==> config.mk <==
export PLATFORM = sky130hd
export DESIGN_NAME = byte_rr_arbiter
export DESIGN_NICKNAME = d
export VERILOG_FILES = /design/src/rtl/byte_arb_pkg.sv /design/src/rtl/byte_rr_pick.sv /design/src/rtl/byte_rr_arbiter.sv
export SDC_FILE = /design/constraint.sdc
export NUM_CORES = 1
export LEC_CHECK = 0
export ABC_AREA = 1
export BUFFER_PORTS_ARGS = -buffer_cell sky130_fd_sc_hd__buf_4
export CELL_PAD_IN_SITES_DETAIL_PLACEMENT = 0
export CELL_PAD_IN_SITES_GLOBAL_PLACEMENT = 1
export CORE_UTILIZATION = 34
export CTS_CLUSTER_SIZE = 40
export DETAILED_ROUTE_END_ITERATION = 10
export PLACE_DENSITY = 0.92
export SYNTH_ARGS = -nofsm -noshare
export SYNTH_HDL_FRONTEND = slang
export SYNTH_HIERARCHICAL = 1
export SYNTH_SLANG_ARGS = --single-unit
==> constraint.sdc <==
create_clock -name clk -period 2.55 [get_ports clk]
set_input_delay 0.255 -clock clk [delete_from_list [all_inputs] [get_ports clk]]
set_output_delay 0.255 -clock clk [all_outputs]
set_load 0.1 [all_outputs]
==> src/rtl/byte_arb_pkg.sv <==
// byte_arb_pkg: shared bus types, FSM state encoding and counter width for the byte arbiter.
package byte_arb_pkg;
    typedef byte byte_t;
    typedef byte_t beat_t;
    typedef enum logic [1:0] {IDLE, GRANT, RELEASE} state_t;
    localparam int BEAT_CNT_W = 8;
endpackage

==> src/rtl/byte_rr_pick.sv <==
// byte_rr_pick: first set request at or after ptr, wrapping, via a doubled-vector priority scan.
module byte_rr_pick
    import byte_arb_pkg::*;
#(
    parameter int N_REQ = 4,
    localparam int IDX_W = $clog2(N_REQ)
) (
    input  logic [N_REQ-1:0] req,
    input  logic [IDX_W-1:0] ptr,
    output logic             found,
    output logic [IDX_W-1:0] idx
);
    logic [N_REQ-1:0] rot;
    assign rot = N_REQ'({req, req} >> ptr);
    // Scan downwards so the lowest rotated position (closest to ptr) wins.
    always_comb begin
        found = 1'b0;
        idx = '0;
        for (int i = N_REQ - 1; i >= 0; i--) begin
            if (rot[i]) begin
                found = 1'b1;
                idx = IDX_W'((int'(ptr) + i) % N_REQ);
            end
        end
    end
endmodule

==> src/rtl/byte_rr_arbiter.sv <==
// byte_rr_arbiter: round-robin burst arbiter sharing one byte bus among N_REQ requesters.
// Define BYTE_ARB_TIMEOUT_EN to add a stall counter that forces release and pulses timeout.
module byte_rr_arbiter
    import byte_arb_pkg::*;
#(
    parameter int N_REQ = 4,
    parameter int BURST_MAX = 4,
    parameter int TIMEOUT = 16,
    localparam int IDX_W = $clog2(N_REQ)
) (
    input  logic                                  clk,
    input  logic                                  rst_n,
    input  logic [N_REQ-1:0]                      req,
    input  logic [N_REQ-1:0]                      last,
    input  logic [N_REQ-1:0][$bits(byte_t)-1:0]   data_in,
    output logic [N_REQ-1:0]                      gnt,
    output logic                                  bus_valid,
    output beat_t                                 bus_data,
    input  logic                                  bus_ready,
    output logic [IDX_W-1:0]                      owner,
    output logic                                  busy
`ifdef BYTE_ARB_TIMEOUT_EN
   ,output logic                                  timeout
`endif
);
    state_t                state;
    logic [IDX_W-1:0]      rr_ptr;
    logic [IDX_W-1:0]      pick;
    logic                  found;
    logic [BEAT_CNT_W-1:0] beat_cnt;
    logic                  xfer;
    logic                  done;
    logic                  to_hit;

    byte_rr_pick #(.N_REQ(N_REQ)) u_pick (
        .req   (req),
        .ptr   (rr_ptr),
        .found (found),
        .idx   (pick)
    );

    assign busy      = state == GRANT;
    assign bus_valid = busy && req[owner];
    assign bus_data  = busy ? beat_t'(data_in[owner]) : beat_t'(0);
    assign xfer      = bus_valid && bus_ready;
    assign done      = !req[owner] || to_hit
                     || (xfer && (last[owner] || beat_cnt == BEAT_CNT_W'(BURST_MAX - 1)));

`ifdef BYTE_ARB_TIMEOUT_EN
    localparam int STALL_W = $clog2(TIMEOUT + 1);
    logic [STALL_W-1:0] stall_cnt;
    logic               stall;
    assign stall  = bus_valid && !bus_ready;
    assign to_hit = stall && stall_cnt == STALL_W'(TIMEOUT - 1);
    always_ff @(posedge clk) begin
        if (!rst_n || !busy || xfer || to_hit)
            stall_cnt <= '0;
        else if (stall)
            stall_cnt <= stall_cnt + 1'b1;
        timeout <= rst_n && to_hit;
    end
`else
    assign to_hit = 1'b0;
`endif

    always_ff @(posedge clk) begin
        if (!rst_n) begin
            state    <= IDLE;
            gnt      <= '0;
            owner    <= '0;
            rr_ptr   <= '0;
            beat_cnt <= '0;
        end else begin
            case (state)
                IDLE: if (found) begin
                    state <= GRANT;
                    gnt   <= N_REQ'(1) << pick;
                    owner <= pick;
                end
                GRANT: begin
                    if (xfer && beat_cnt != BEAT_CNT_W'(BURST_MAX))
                        beat_cnt <= beat_cnt + 1'b1;
                    if (done) begin
                        state <= RELEASE;
                        gnt   <= '0;
                    end
                end
                RELEASE: begin
                    state    <= IDLE;
                    beat_cnt <= '0;
                    rr_ptr   <= owner == IDX_W'(N_REQ - 1) ? '0 : owner + 1'b1;
                end
                default: state <= IDLE;
            endcase
        end
    end

    always @* begin
        assert ($onehot0(gnt));
        assert (!bus_valid || busy);
        assert ($bits(bus_data) == 8);
        assert (TIMEOUT >= 1);
    end
endmodule
==> Word level (Yosys, flattened, before mapping) <==
Cells that the tools add are included.
{ "word_totals": {"input_bits": 43, "mem_count": 0, "latch_bits": 0, "ramBits": 0, "ff_bits": 18, "mem_bits_ro": 0} }
{ "op_classes": {"add_sub_neg": 5, "eq_ne": 8, "n_mux": 24, "n_shift": 2, "order_cmp": 1, "n_reduce_logical": 14, "n_mul": 0, "n_bitwise": 0, "n_div": 0} }
{ "ops": {"columns": ["op", "n"], "rows": [
  ["8-bit 2-to-1 mux", 3],
  ["8-bit binary-select mux with 2-bit select", 1],
  ["8-bit case mux with 2 select lines", 1],
  ["2-bit 2-to-1 mux", 7],
  ["8-bit by 1-bit adder with 8-bit output, second input constant", 1],
  ["8-bit by 2-bit equality test with 1-bit output, second input constant", 1],
  ["4-bit 2-to-1 mux", 2],
  ["8-bit by 3-bit != test with 1-bit output, second input constant", 1],
  ["4-bit case mux with 2 select lines", 1],
  ["8-bit by 2-bit right shift with 4-bit output", 1],
  ["1-bit 2-to-1 mux", 6],
  ["2-bit AND reduction", 3],
  ["2-bit by 1-bit adder with 2-bit output, second input constant", 2],
  ["2-bit adder, second input constant", 2],
  ["1-bit binary-select mux with 2-bit select", 2],
  ["2-bit equality test, second input constant", 2],
  ["1-bit logical AND", 4],
  ["2-bit by 1-bit != test with 1-bit output, second input constant", 2],
  ["2-bit case mux with 2 select lines", 1],
  ["2-bit nonzero test", 2],
  ["1-bit by 2-bit << shifter with 4-bit output, first input constant", 1],
  ["2-bit by 3-bit < comparator with 1-bit output, second input constant", 1],
  ["3-bit AND reduction", 1],
  ["2-bit by 1-bit equality test with 1-bit output, second input constant", 1],
  ["4 further kinds", 5]
]} }

==> Logic depth before layout (Yosys ltp) <==
{ "depth": {"ltp_word": 8, "depth_mapped": 14, "depth_no_buf": 13} }

==> Modules after synthesis <==
The synthesis kept the hierarchy.
{ "modules_own_cells": {"columns": ["module", "instances", "seq_area_each_um2", "area_per_inst_um2", "cells_per_inst"], "rows": [
  ["byte_rr_arbiter", 1, 360.3, 1265.0, 212],
  ["byte_rr_pick", 1, 0.0, 242.7, 46]
]} }

==> Worst setup path before layout <==
Ideal clock, no wire load.
{ "synth_timing": {"kind": "register -> output", "from": "register owner[0]", "to": "output port bus_data[6] (netlist name)", "t_required_ns": 2.295, "path_stages_with_launch": 7, "n_path_buf": 2, "slack_ns": -0.895, "t_arrival_ns": 3.190, "cell_sequence": "dfxtp_1 -> buf_2 -> buf_4 -> nor2_1 -> nor2_1 -> o21ai_0 -> a21oi_1"} }
{ "synth_rtl": {"columns": ["item", "line", "text"], "rows": [
  ["from (decl)", "byte_rr_arbiter.sv:20", "output logic [IDX_W-1:0] owner,"],
  ["from (signal assigned)", "byte_rr_arbiter.sv:78", "owner <= pick;"],
  ["to (decl)", "byte_rr_arbiter.sv:18", "output beat_t bus_data,"]
]} }

==> run_results.csv <==
group,metric,value,unit
run_status,status,"completed",
clock_tree,numCtsBuffers,3,
floorplanning,io_pins,59,
drt,first_pass_iters,4,
final_layout,antenna_cells,0,
hold_path,hold_class,"input pin to flip-flop",
global_routing,gr-usage-met1,19.98,%
floorplanning,core,4115,um^2
flow_run,drv_cap,0,
pwr,power,1744,uW
clock_tree,cts_buffer_depth,2,
drt,avgRoutedWirePerCell,11.14,um
critical_path,cp-startpoint,"owner[1]$_SDFFE_PN0P_",
placed_design,place_inst,359,
critical_path,critPathRequiredTime,2.30,ns
sta,fin_skew,0.001937,ns
critical_path,worstPathCellList,"inv_1 > nor2_1 > o21ai_0 > a21oi_4 > buf_4",
global_routing,grt_util_met2,30.51,%
yosys,netlist_top_cells_area,"dfxtp_1 (24%), nor2_1 (14%), nand2_1 (13%)",
sta,max_freq,454.8,MHz
final_layout,final-seq-area,361.6,um^2
final_layout,fillers,428,
final_layout,final_util,51.17,%
placed_design,port_buffers,58,
drt,post-route-drc-count,0,
clock_tree,clk_latency,0.26,ns
yosys,ys_warn_count,6,
critical_path,critical-path-max-stage-delay,0.60,ns
sta,fin_crit,2.199,ns
critical_path,path_max_fanout,13,
global_routing,grt_max_degree,25,
global_routing,use_met3,3.125,%
clock_tree,post_cts_buffers,0,
sta,slew_violations,0,
final_layout,layout-drive-gt1-share,29.71,%
pwr,p_leak,0.001012,uW
critical_path,timing.rr.start,"rr_ptr[0]$_SDFFE_PN0P_",
global_routing,grt_pass1_wl,6009,um
sta,hold_slack,0.2442,ns
clock_tree,holdBufCountCts,0,
global_routing,grt_pass1_vias,1436,
clock_tree,htree_levels,1,
sta,fin_crit_sh,86.23,%
critical_path,cpMaxStageDelayCell,"dfxtp_1",
sta,finalSetupViolations,0,
final_layout,final_cells,363,
sta,fin_tns_setup,0,ns
yosys,syn_avg_cell_area,5.844,um^2
floorplanning,die_w,68.59,um
pwr,vdd_drop_max,0.0004721,V
global_routing,grt-ovfl-total,0,
clock_tree,cts_sinks,18,
critical_path,critPathLaunchType,"flip-flop",
yosys,ys_seq_elements,18,
yosys,synthesis.nets,304,
yosys,ys_types,30,
final_layout,multi_input_area,1051,um^2
drt,vias,1702,
placed_design,gp_congestion,0.8185,
drt,viasPerCell,4.689,
global_routing,grt_usage,16.73,%
floorplanning,rows,23,
sta,maxSlewHeadroom,69.78,%
critical_path,arrival,1.94,ns
global_routing,antenna_found_initial,0,
final_layout,nNetsFinal,360,
drt,drt_wl_total,4043,um
drt,detail-route-antenna-nets,0,
yosys,yosys.area.top_type,"dfxtp_1",
clock_tree,cts_resized,0,
placed_design,dp_hpwl,3182,um
final_layout,area_growth,39.67,%
pwr,p_per_area,828.4,nW/um^2
floorplanning,dieHeight,68.59,um
sta,hold_viol,0,
yosys,synth_area,1508,um^2
clock_tree,cts_root_buf,"clkbuf_8",
global_routing,busiest_layer,"met2",
critical_path,cp-end-kind,"primary output",
clock_tree,clk_pin_slew_worst_paths,0.07,ns
yosys,synth_cells,258,
yosys,yosysSeqAreaShare,23.90,%
clock_tree,cts_tree,"done",
sta,rsz0062_at_grt,"false",
hold_path,min_from,"rst_n",
drt,drtIter0Drc,41,
sta,worst_pin_slew,0.4527,ns
yosys,synth_top_area_share,23.90,%
floorplanning,die-area,4705,um^2
floorplanning,start_util,36.64,%
critical_path,path_class,"flip-flop to primary output",
per-stage QoR:
| stage | cell area [um^2] | setup slack, ns |
|---|---|---|
| detailed placement | 2051 | 0.6020 |
| CTS | 2106 | 0.3160 |
| global placement | 2051 | 0.6233 |
| global route | 2106 | 0.2039 |
| floorplan | 1599 | -0.1269 |
| finish | 2106 | 0.3513 |
power breakdown:
group | switching [uW] | internal [uW] | leakage (uW)
registers | 68.0 | 319 | 0.000147
clock network | 98.6 | 137 | 0.0000288
logic | 825 | 297 | 0.000836
total | 992 | 752 | 0.00101
worst max-delay path, delay by kind of cell, from the launching register on:
kind	cells	cell delay, ns
buffers and inverters	2	0.60
and+or+nand+nor	1	0.19
AOI/OAI and AO/OA	2	0.29
DFF	1	0.60
synth_stat cells, drive strengths merged:
cell	number
ha	3
a21boi	1
nand4	2
nor2	57
dfxtp	18
nand3	23
o21a	1
clkbuf	1
clkinv	1
inv	33
o211a	1
nor3	2
xnor2	1
o21ai	22
nand2	62
a211oi	1
buf	7
a21oi	22
final cells by class:
type / count / area share, %
well taps: 50 / 2.971
repair buffers: 59 / 21.03
clock buffers: 4 / 2.614
flip-flops and latches: 18 / 17.17
multi-input cells: 198 / 49.91
inverters: 34 / 6.298
routing by layer:
layer  part of all wire (%)  vias to the layer above
met2                     44                       54
li1                       -                      928
met3                    9.5                        5
met1                     45                      715
met4                   0.84                        0
met5                      0                        -
placed cells by master, fill, tap and decap left out, types with 2 or more instances in the layout:
cell and instances:
buf_4 59, nor2_1 56, nand2_1 52, inv_1 30, o21ai_0 21, nand3_1 19
dfxtp_1 17, a21oi_1 13, a21oi_4 8, nand2_2 8, nand3_2 4, clkbuf_8 4
ha_1 3, inv_2 2, nand2_4 2
cells by family after synthesis:
group,share of synthesized area [%]
flip-flops,23.90
AND/OR/NAND/NOR,43.65
buffers and inverters,12.37
adder cells (fa/ha/maj),2.490
XOR/XNOR,0.5810
AO/OA/AOI/OAI,17.01
state kept, by name, summed over array words and instances, names as in the netlist:
| register | cells |
|---|---|
| state | 2 |
| beat_cnt | 8 |
| rr_ptr | 2 |
| gnt | 4 |
| owner | 2 |
final timing paths:
check                                        endpoint  slack (ns)  cells after the start
worst max-delay path                      bus_data[5]        0.35                      5
worst min-delay path            owner[1]$_SDFFE_PN0P_        0.24                      2
worst max register to register    gnt[0]$_SDFFE_PN0P_        0.76                     10
worst min register to register    gnt[2]$_SDFFE_PN0P_        0.47                      2
Note: power is estimated with default switching activity, not from simulation.
